==> src/rtl/aes_final_key_gen.sv <==
// Iterative AES-128 forward key schedule: one round key per clock, holds the round-10 key.
// Optional `AES_KEYGEN_ROUND_TAP_EN adds round_tap_valid, a per-round intermediate-key strobe.

module subbyte (
    input  logic [7:0] i_byte,
    output logic [7:0] o_byte
);
    localparam logic [7:0] INV_EXP = 8'hFE;

    function automatic logic [7:0] gf_mul(input logic [7:0] a, input logic [7:0] b);
        logic [7:0] acc;
        logic [7:0] aa;
        acc = 8'h00;
        aa  = a;
        for (int i = 0; i < 8; i++) begin
            if (b[i]) acc = acc ^ aa;
            aa = {aa[6:0], 1'b0} ^ (aa[7] ? 8'h1b : 8'h00);
        end
        return acc;
    endfunction

    // Multiplicative inverse as x^254; maps 0 to 0 as the S-box requires.
    function automatic logic [7:0] gf_inv(input logic [7:0] x);
        logic [7:0] r;
        logic [7:0] p;
        r = 8'h01;
        p = x;
        for (int i = 0; i < 8; i++) begin
            if (INV_EXP[i]) r = gf_mul(r, p);
            p = gf_mul(p, p);
        end
        return r;
    endfunction

    logic [7:0] w_inv;

    always_comb begin
        w_inv  = gf_inv(i_byte);
        o_byte = w_inv
               ^ {w_inv[6:0], w_inv[7]}
               ^ {w_inv[5:0], w_inv[7:6]}
               ^ {w_inv[4:0], w_inv[7:5]}
               ^ {w_inv[3:0], w_inv[7:4]}
               ^ 8'h63;
    end
endmodule

module aes_final_key_gen #(
    parameter logic [7:0] RCON_INIT = 8'h01
) (
    input  logic         clk,
    input  logic         reset,
    input  logic         start,
    input  logic [127:0] key_in,
    output logic         busy,
    output logic         key_valid,
    output logic [127:0] key_out,
    output logic [3:0]   round_idx
`ifdef AES_KEYGEN_ROUND_TAP_EN
    ,
    output logic         round_tap_valid
`endif
);
    typedef enum logic [1:0] {
        IDLE = 2'd0,
        RUN  = 2'd1,
        DONE = 2'd2
    } state_t;

    state_t       r_state, w_state_next;
    logic [127:0] r_key, w_key_next;
    logic [7:0]   r_rcon, w_rcon_next;
    logic [3:0]   r_round, w_round_next;
    logic         r_busy, w_busy_next;
    logic         r_valid, w_valid_next;

    logic [31:0]  w_rot;
    logic [31:0]  w_sub;
    logic [31:0]  w_t;
    logic [31:0]  w_n0, w_n1, w_n2, w_n3;
    logic [7:0]   w_rcon_xt;

    // RotWord of w3 (the least significant word of the working key).
    assign w_rot = {r_key[23:0], r_key[31:24]};

    generate
        for (genvar gi = 0; gi < 4; gi++) begin : g_sbox
            subbyte u_sbox (
                .i_byte(w_rot[gi*8 +: 8]),
                .o_byte(w_sub[gi*8 +: 8])
            );
        end
    endgenerate

    assign w_t       = w_sub ^ {r_rcon, 24'h000000};
    assign w_n0      = r_key[127:96] ^ w_t;
    assign w_n1      = r_key[95:64]  ^ w_n0;
    assign w_n2      = r_key[63:32]  ^ w_n1;
    assign w_n3      = r_key[31:0]   ^ w_n2;
    assign w_rcon_xt = {r_rcon[6:0], 1'b0} ^ (r_rcon[7] ? 8'h1b : 8'h00);

    always_comb begin
        w_state_next = r_state;
        w_key_next   = r_key;
        w_rcon_next  = r_rcon;
        w_round_next = r_round;
        w_busy_next  = r_busy;
        w_valid_next = r_valid;
        case (r_state)
            IDLE, DONE: begin
                if (start) begin
                    w_key_next   = key_in;
                    w_rcon_next  = RCON_INIT;
                    w_round_next = 4'd0;
                    w_busy_next  = 1'b1;
                    w_valid_next = 1'b0;
                    w_state_next = RUN;
                end
            end
            RUN: begin
                w_key_next   = {w_n0, w_n1, w_n2, w_n3};
                w_rcon_next  = w_rcon_xt;
                w_round_next = r_round + 4'd1;
                if (r_round == 4'd9) begin
                    w_busy_next  = 1'b0;
                    w_valid_next = 1'b1;
                    w_state_next = DONE;
                end
            end
            default: begin
                w_state_next = IDLE;
                w_busy_next  = 1'b0;
                w_valid_next = 1'b0;
            end
        endcase
    end

    always_ff @(posedge clk or negedge reset) begin
        if (!reset) begin
            r_state <= IDLE;
            r_key   <= 128'h0;
            r_rcon  <= 8'h00;
            r_round <= 4'd0;
            r_busy  <= 1'b0;
            r_valid <= 1'b0;
        end else begin
            r_state <= w_state_next;
            r_key   <= w_key_next;
            r_rcon  <= w_rcon_next;
            r_round <= w_round_next;
            r_busy  <= w_busy_next;
            r_valid <= w_valid_next;
        end
    end

`ifdef AES_KEYGEN_ROUND_TAP_EN
    logic r_tap;

    // Every edge taken in RUN produces a fresh round key (rounds 1..10).
    always_ff @(posedge clk or negedge reset) begin
        if (!reset) r_tap <= 1'b0;
        else        r_tap <= (r_state == RUN);
    end

    assign round_tap_valid = r_tap;
`endif

    assign busy      = r_busy;
    assign key_valid = r_valid;
    assign key_out   = r_key;
    assign round_idx = r_round;
endmodule

==> config.mk <==
export PLATFORM = sky130hd
export DESIGN_NAME = aes_final_key_gen
export DESIGN_NICKNAME = d
export VERILOG_FILES = /design/src/rtl/aes_final_key_gen.sv
export SDC_FILE = /design/constraint.sdc
export NUM_CORES = 2
export LEC_CHECK = 0
export ABC_AREA = 0
export CORE_ASPECT_RATIO = 2
export CORE_MARGIN = 3
export CORE_UTILIZATION = 40
export CTS_CLUSTER_DIAMETER = 120
export CTS_CLUSTER_SIZE = 10
export DETAILED_ROUTE_END_ITERATION = 8
export PLACE_DENSITY_LB_ADDON = 0.15
export REMOVE_ABC_BUFFERS = 1
export SLEW_MARGIN = 20
export SYNTH_ARGS = -nofsm -noshare
export SYNTH_HDL_FRONTEND = slang
export SYNTH_SLANG_ARGS = --single-unit
export TNS_END_PERCENT = 30
==> constraint.sdc <==
create_clock -name clk -period 14.7 [get_ports clk]
set_clock_uncertainty 0.05 [all_clocks]
set_input_delay 2.94 -clock clk [delete_from_list [all_inputs] [get_ports clk]]
set_output_delay 2.94 -clock clk [all_outputs]
set_load 0.01 [all_outputs]
### Yosys cells after proc, flatten, opt, wreduce, memory -nomap -nowiden

Index checks and enable logic that the tools add are counted.

| word-level totals | value |
|---|---|
| bits in registers | 144 |
| latch bits | 0 |
| memory bits (writable) | 0 |
| bits in read-only memories | 0 |
| input bits | 131 |
| output and inout port bits | 134 |
| logic and storage cells | 1627 |
| memories | 0 |

| operators by class | value |
|---|---|
| add/subtract/negate cells | 1 |
| $mul | 0 |
| div/mod/pow operators | 0 |
| $lt $le $gt $ge | 0 |
| equal/unequal tests | 5 |
| shift operators | 0 |
| multiplexer cells | 828 |
| bitwise logic cells | 782 |
| reduce and logical (&&, ||, !) cells | 5 |

Operators with widths:

| operator | number |
|---|---|
| $xor A8 B8 Y8 | 744 |
| $mux W8 | 421 |
| $mux W5 | 369 |
| $pmux W128 S2 | 1 |
| $xor A32 B32 Y32 | 5 |
| $mux W128 | 1 |
| $mux W7 | 4 |
| $not A1 Y1 const A | 28 |
| $mux W6 | 4 |
| $mux W4 | 5 |
| $not A4 Y4 | 4 |
| $pmux W8 S2 | 1 |
| $mux W2 | 6 |
| $mux W3 | 4 |
| $mux W1 | 8 |
| $pmux W4 S2 | 1 |
| $xor A8 B5 Y8 | 1 |
| $add A4 B1 Y4 const B | 1 |
| $eq A4 B4 Y1 const B | 1 |
| $ne A2 B2 Y1 const B | 2 |
| $pmux W1 S2 | 2 |
| $pmux W2 S2 | 1 |
| $reduce_and A2 Y1 | 2 |
| $eq A2 B1 Y1 const B | 1 |
| 4 further kinds | 4 |

### Longest topological paths before layout

| logic depth | value |
|---|---|
| depth in word-level cells | 138 |
| depth in mapped cells | 68 |
| gate-level depth less buffers | 53 |

### Modules after synthesis

A second synthesis with hierarchy kept.

| second synthesis, totals | value |
|---|---|
| cell total of the unflattened synthesis | 8469 |
| area, all modules | 68603.3 µm² |

By module, submodules not included:

| module | instances | cells each | area each (µm²) | sequential area each (µm²) |
|---|---|---|---|---|
| subbyte | 4 | 1942 | 15220.8 | 0.0 |
| aes_final_key_gen | 1 | 701 | 7719.9 | 3578.4 |

### Worst setup path before layout

OpenSTA, ideal clock, no wires.

| path | value |
|---|---|
| kind | register -> register |
| from | register r_key[23] (netlist: key_out[23]) |
| to | register r_key[59] (netlist: key_out[59]) |
| library setup time | 0.126 ns |
| arrival time | 15.699 ns |
| data required time | 14.524 ns |
| slack | -1.175 ns |
| stages on the path, launching flop included | 64 |
| buffers on the path | 11 |
| period minus slack after synthesis | 15.875 ns |
| path through | dfrtp_1 ha_1 buf_2 nand2_1 xnor2_1 inv_1 clkbuf_1 clkbuf_1 ha_1 buf_1 xor3_1 nand3b_1 o211ai_1 o21a_1 buf_2 xnor2_2 ha_1 nand2_1 [... 28 more ...] xor2_4 mux2_1 o22ai_1 xnor2_1 xnor3_1 or4_1 and2_1 buf_4 xor2_1 a221oi_1 o221a_1 xnor3_1 xnor2_2 xor3_2 xnor3_1 xor2_1 a21o_1 a221o_1 |

| on the way | value |
|---|---|
| word-level cells in the longest chain between the ends | 133 |
| elaborated cells on any way between the ends | 390 |
| those cells by class | mux: 200; bitwise: 190 |

RTL lines:

| what | line | RTL |
|---|---|---|
| from (decl) | 71 | `logic [127:0] r_key, w_key_next;` |
| from (signal assigned) | 148 | `r_key <= w_key_next;` |
| $mux W5 or $mux W8 (tied branches) | 17, 16 |  |
| $xor A8 B8 Y8 (on tied branches) | 17, 16 |  |
| $xor A8 B8 Y8 or $mux W8 (tied branches) | 16 | `if (b[i]) acc = acc ^ aa;` |
| $mux W8 or $xor A8 B8 Y8 (tied branches) | 16 |  |
| $xor A8 B8 Y8 or $mux W8 (tied branches) | 16 |  |
| $mux W8 or $xor A8 B8 Y8 (tied branches) | 16 |  |
| $xor A8 B8 Y8 or $mux W8 (tied branches) | 16 |  |
| $mux W8 or $xor A8 B8 Y8 (tied branches) | 16 |  |
| [... 117 more ...] | - |  |
| $xor A8 B8 Y8 | 41 | `^ {w_inv[5:0], w_inv[7:6]}` |
| $xor A8 B8 Y8 | 42 | `^ {w_inv[4:0], w_inv[7:5]}` |
| $xor A8 B8 Y8 (*) | 43 | `^ {w_inv[3:0], w_inv[7:4]}` |
| $xor A32 B32 Y32 (*) | 95 | `assign w_t = w_sub ^ {r_rcon, 24'h000000};` |
| $xor A32 B32 Y32 (*) | 96 | `assign w_n0 = r_key[127:96] ^ w_t;` |
| $xor A32 B32 Y32 (*) | 97 | `assign w_n1 = r_key[95:64] ^ w_n0;` |
| $xor A32 B32 Y32 (*) | 98 | `assign w_n2 = r_key[63:32] ^ w_n1;` |
| $pmux W128 S2 (*) | 109 | `case (r_state)` |

Every way passes the cells marked *; elsewhere a longest branch is shown, timed or not.
A chain may end at the register's enable or synchronous reset.

### Worst setup path after layout

| path | value |
|---|---|
| from | register r_key[15] (netlist: key_out[15]) |
| to | register r_key[21] (netlist: key_out[21]) |

| on the way | value |
|---|---|
| word-level cells in the longest chain between the ends | 135 |
| elaborated cells on any way between the ends | 392 |
| those cells by class | mux: 200; bitwise: 192 |

RTL lines:

| what | line | RTL |
|---|---|---|
| $mux W5 or $mux W8 (tied branches) | 17, 16 |  |
| $xor A8 B8 Y8 (on tied branches) | 17, 16 |  |
| $xor A8 B8 Y8 or $mux W8 (tied branches) | 16 |  |
| $mux W8 or $xor A8 B8 Y8 (tied branches) | 16 |  |
| $xor A8 B8 Y8 or $mux W8 (tied branches) | 16 |  |
| $mux W8 or $xor A8 B8 Y8 (tied branches) | 16 |  |
| $xor A8 B8 Y8 or $mux W8 (tied branches) | 16 |  |
| $mux W8 or $xor A8 B8 Y8 (tied branches) | 16 |  |
| [... 119 more ...] | - |  |
| $xor A8 B8 Y8 (*) | 43 |  |
| $not A4 Y4 (no source line) (*) | - |  |
| $xor A32 B32 Y32 (*) | 95 |  |
| $xor A32 B32 Y32 (*) | 96 |  |
| $xor A32 B32 Y32 (*) | 97 |  |
| $xor A32 B32 Y32 (*) | 98 |  |
| $xor A32 B32 Y32 (*) | 99 | `assign w_n3 = r_key[31:0] ^ w_n2;` |
| $pmux W128 S2 (*) | 109 |  |

Marked as above.

==> metrics.md <==
| Metric | Value |
|---|---|
| Status | `complete, no violations` |
| Die X | `slightly below 300 um` |
| Place WS | `-935.3 ps` |
| I/O Buffers | `264` |
| Share of layout cells above drive strength 1 | `around a quarter` |
| DRT iter0 DRCs | `a little over 4000` |
| Worst slew margin relative to its limit | `25.29%` |
| Post-route minimum period | `14600 ps` |
| Final period util | `99.29%` |
| CP max FO | `20` |
| Drt drc | `0` |
| Mapped Avg Cell Area | `around 7.6 um^2` |
| Fmax | `0.06852 GHz` |
| Endpoints failing hold | `0` |
| Final wirelength | `262700 um` |
| Final-stage net count | `10080` |
| Worst-Margin Slew | `1113 ps` |
| Hold/Removal Path Class | `reg -> reg` |
| Later-pin clock latency in the skew report | `approximately 520 ps` |
| # setup viols final | `0` |
| Crit end category | `flop` |
| Critical path launch point type | `flop` |
| Vias per cell | `around 5.7` |
| Fin. max-slew vios | `0` |
| DR WL/cell | `between 20 and 25 um` |
| Crit-path most repeated cell | `xnor3_1` |
| Core Box Area | `~0.16 mm^2` |
| Data required, critical path | `between 15000 and 20000 ps` |
| Post-synth EDFFs | `0` |
| CP arrival | `14960 ps` |
| Hold-fix buffer count after cts | `0` |
| Setup ws final | `between 100 and 150 ps` |
| CP max stage cell | `xnor3_1` |
| Synth cell types | `about 130` |
| Clk sinks | `143` |
| Final antenna-violating net count | `0` |
| Commonest non-fill, non-tap cell in the layout | `buf_4` |
| Initial core utilization | `40.35%` |
| H-tree depth | `4` |
| Sequential share of the synthesized area | `5.461%` |
| Mapped Cells | `approximately 8600` |
| Die Span Y | `578.4 um` |
| Largest net degree at the start of global routing | `85` |
| Gr usage total | `29.54%` |
| IO Pins | `approximately 270` |
| Root buf cell | `clkbuf_16` |
| Num rows | `between 200 and 250` |
| Number of synthesis warnings | `0` |
| Die area | `about 0.17 mm^2` |
| Drt first pass iters | `8` |
| Async S/R FF share, synth | `between 90% and 100%` |
| Clk slew on worst S/H paths | `around 80 ps` |
| Setup Crit Path Kind | `reg -> reg` |
| Global-route wire length before repair | `between 300000 and 400000 um` |
| RSZ-0062 raised after global routing | `true` |
| Final GP Congestion | `0.9775` |
| Synth Flop Type | `dfrtp_1` |
| Synth Register Bits | `143` |
| Maxcap violations | `0` |
| CTS tree | `yes` |
| Initial antenna violation count | `7` |
| CP max stage delay | `between 500 and 600 ps` |
| Area delta synth->final | `30.97%` |
| Maximum root-to-sink buffer count | `2` |
| Total CTS buffers | `17` |
| Placed wire-length estimate | `around 210000 um` |
| DR vias | `69010` |
| Global route overflow | `0` |
| Vias in the first global route | `68440` |
| Most frequent cells in the layout | `buf_4 (1507), xnor2_1 (1371), nor2_1 (1171)` |
| Mapped cell area | `0.06553 mm^2` |
-- kinds of logic after synthesis --
family / share of synthesized area, %
xor+xnor: 46.31
flops: 5.461
fa+ha+maj: 0.4010
simple gates: 19.72
buf+inv: 4.550
compound gates: 19.42
mux: 4.142
-- metal layers --
| metal | vias to the layer above | wire length (um) | GRT usage (%) |
|---|---|---|---|
| met1 | 33120 | 89330 | 28.47 |
| li1 | 32600 | - | - |
| met3 | 947 | 10400 | 3.116 |
| met2 | 2342 | 141600 | 58.00 |
| met5 | - | 13 | 0 |
| met4 | 2 | 21370 | 20.70 |
-- path summary, 6_finish.rpt --
| path | from | end | slack [ps] | depth (start not counted) |
|---|---|---|---|---|
| min in group asynchronous | reset | key_out[74] | 2390 | 1 |
| min reg2reg | round_idx[3] | round_idx[3] | 490 | 1 |
| min | round_idx[3] | round_idx[3] | 490 | 1 |
| max in group asynchronous | reset | key_out[5] | 10690 | 2 |
| max reg2reg | key_out[15] | key_out[21] | 100 | 53 |
| max | key_out[15] | key_out[21] | 100 | 53 |
-- synthesized netlist by cell type (all sizes together), types with 81 or more instances --
| cell | count | area (um^2) |
|---|---|---|
| a22oi | 81 | 626.9 |
| nor2 | 1203 | 4536 |
| nand2 | 923 | 3467 |
| a31oi | 86 | 544.3 |
| buf | 221 | 1157 |
| o21ai | 431 | 2172 |
| nand3 | 184 | 920.9 |
| xnor2 | 1639 | 15210 |
| o22ai | 129 | 819.5 |
| a211oi | 98 | 788.3 |
| dfrtp | 143 | 3578 |
| xnor3 | 388 | 8760 |
| a21oi | 477 | 2399 |
| clkbuf | 384 | 1441 |
| inv | 96 | 360.4 |
| nor3 | 236 | 1202 |
| mux2i | 216 | 2173 |
| xor2 | 533 | 5062 |
-- repair_timing --
action,4_1_cts,5_1_grt
pin swaps,52,286
resized for setup,136,581
gates cloned,0,2
setup buffers,26,163
endpoints found under the setup margin,95,128
-- worst max-delay path, delay by kind of cell (launching register included) --
| kind | cells | cell delay (ps) |
|---|---|---|
| fa+ha+maj | 2 | 620 |
| mux | 1 | 320 |
| compound gates | 4 | 860 |
| flops | 1 | 410 |
| xor+xnor | 29 | 8990 |
| simple gates | 10 | 1800 |
| buf+inv | 7 | 1410 |
-- sequential cells by signal (all words and copies together), names as in the netlist --
signal,cells
key_out,128
busy,1
round_idx,4
r_state,1
r_rcon,8
key_valid,1
-- per-stage QoR --
stage / setup TNS [ps] / hold WS, ps / cell area (um^2) / util [%] / cells
floorplan: -471690 / 439.3 / 62930 / - / 8029
global placement: -25390 / 473.3 / 79840 / 49.16 / 11840
detailed placement: -31750 / 481.5 / 79840 / 49.16 / 11840
CTS: 0 / 493.8 / 81360 / 50.10 / 11890
global route: -17200 / 528.6 / 85820 / 52.85 / 12060
finish: 0 / 485.6 / 85820 / 52.85 / 12060
-- layout make-up --
type / instances / area, um^2
Antenna cell: 4 / 10.01
Multi-Input combinational cell: 7784 / 62960
Sequential cell: 143 / 3590
Clock buffer: 18 / 439.2
Fill cell: 15540 / 76570
Tap cell: 2110 / 2640
Inverter: 102 / 382.9
Timing Repair Buffer: 1884 / 15650
Clock inverter: 13 / 152.6
Power is not shown: default switching activity piles up to over one toggle a cycle in this logic, so the estimate is an artifact.
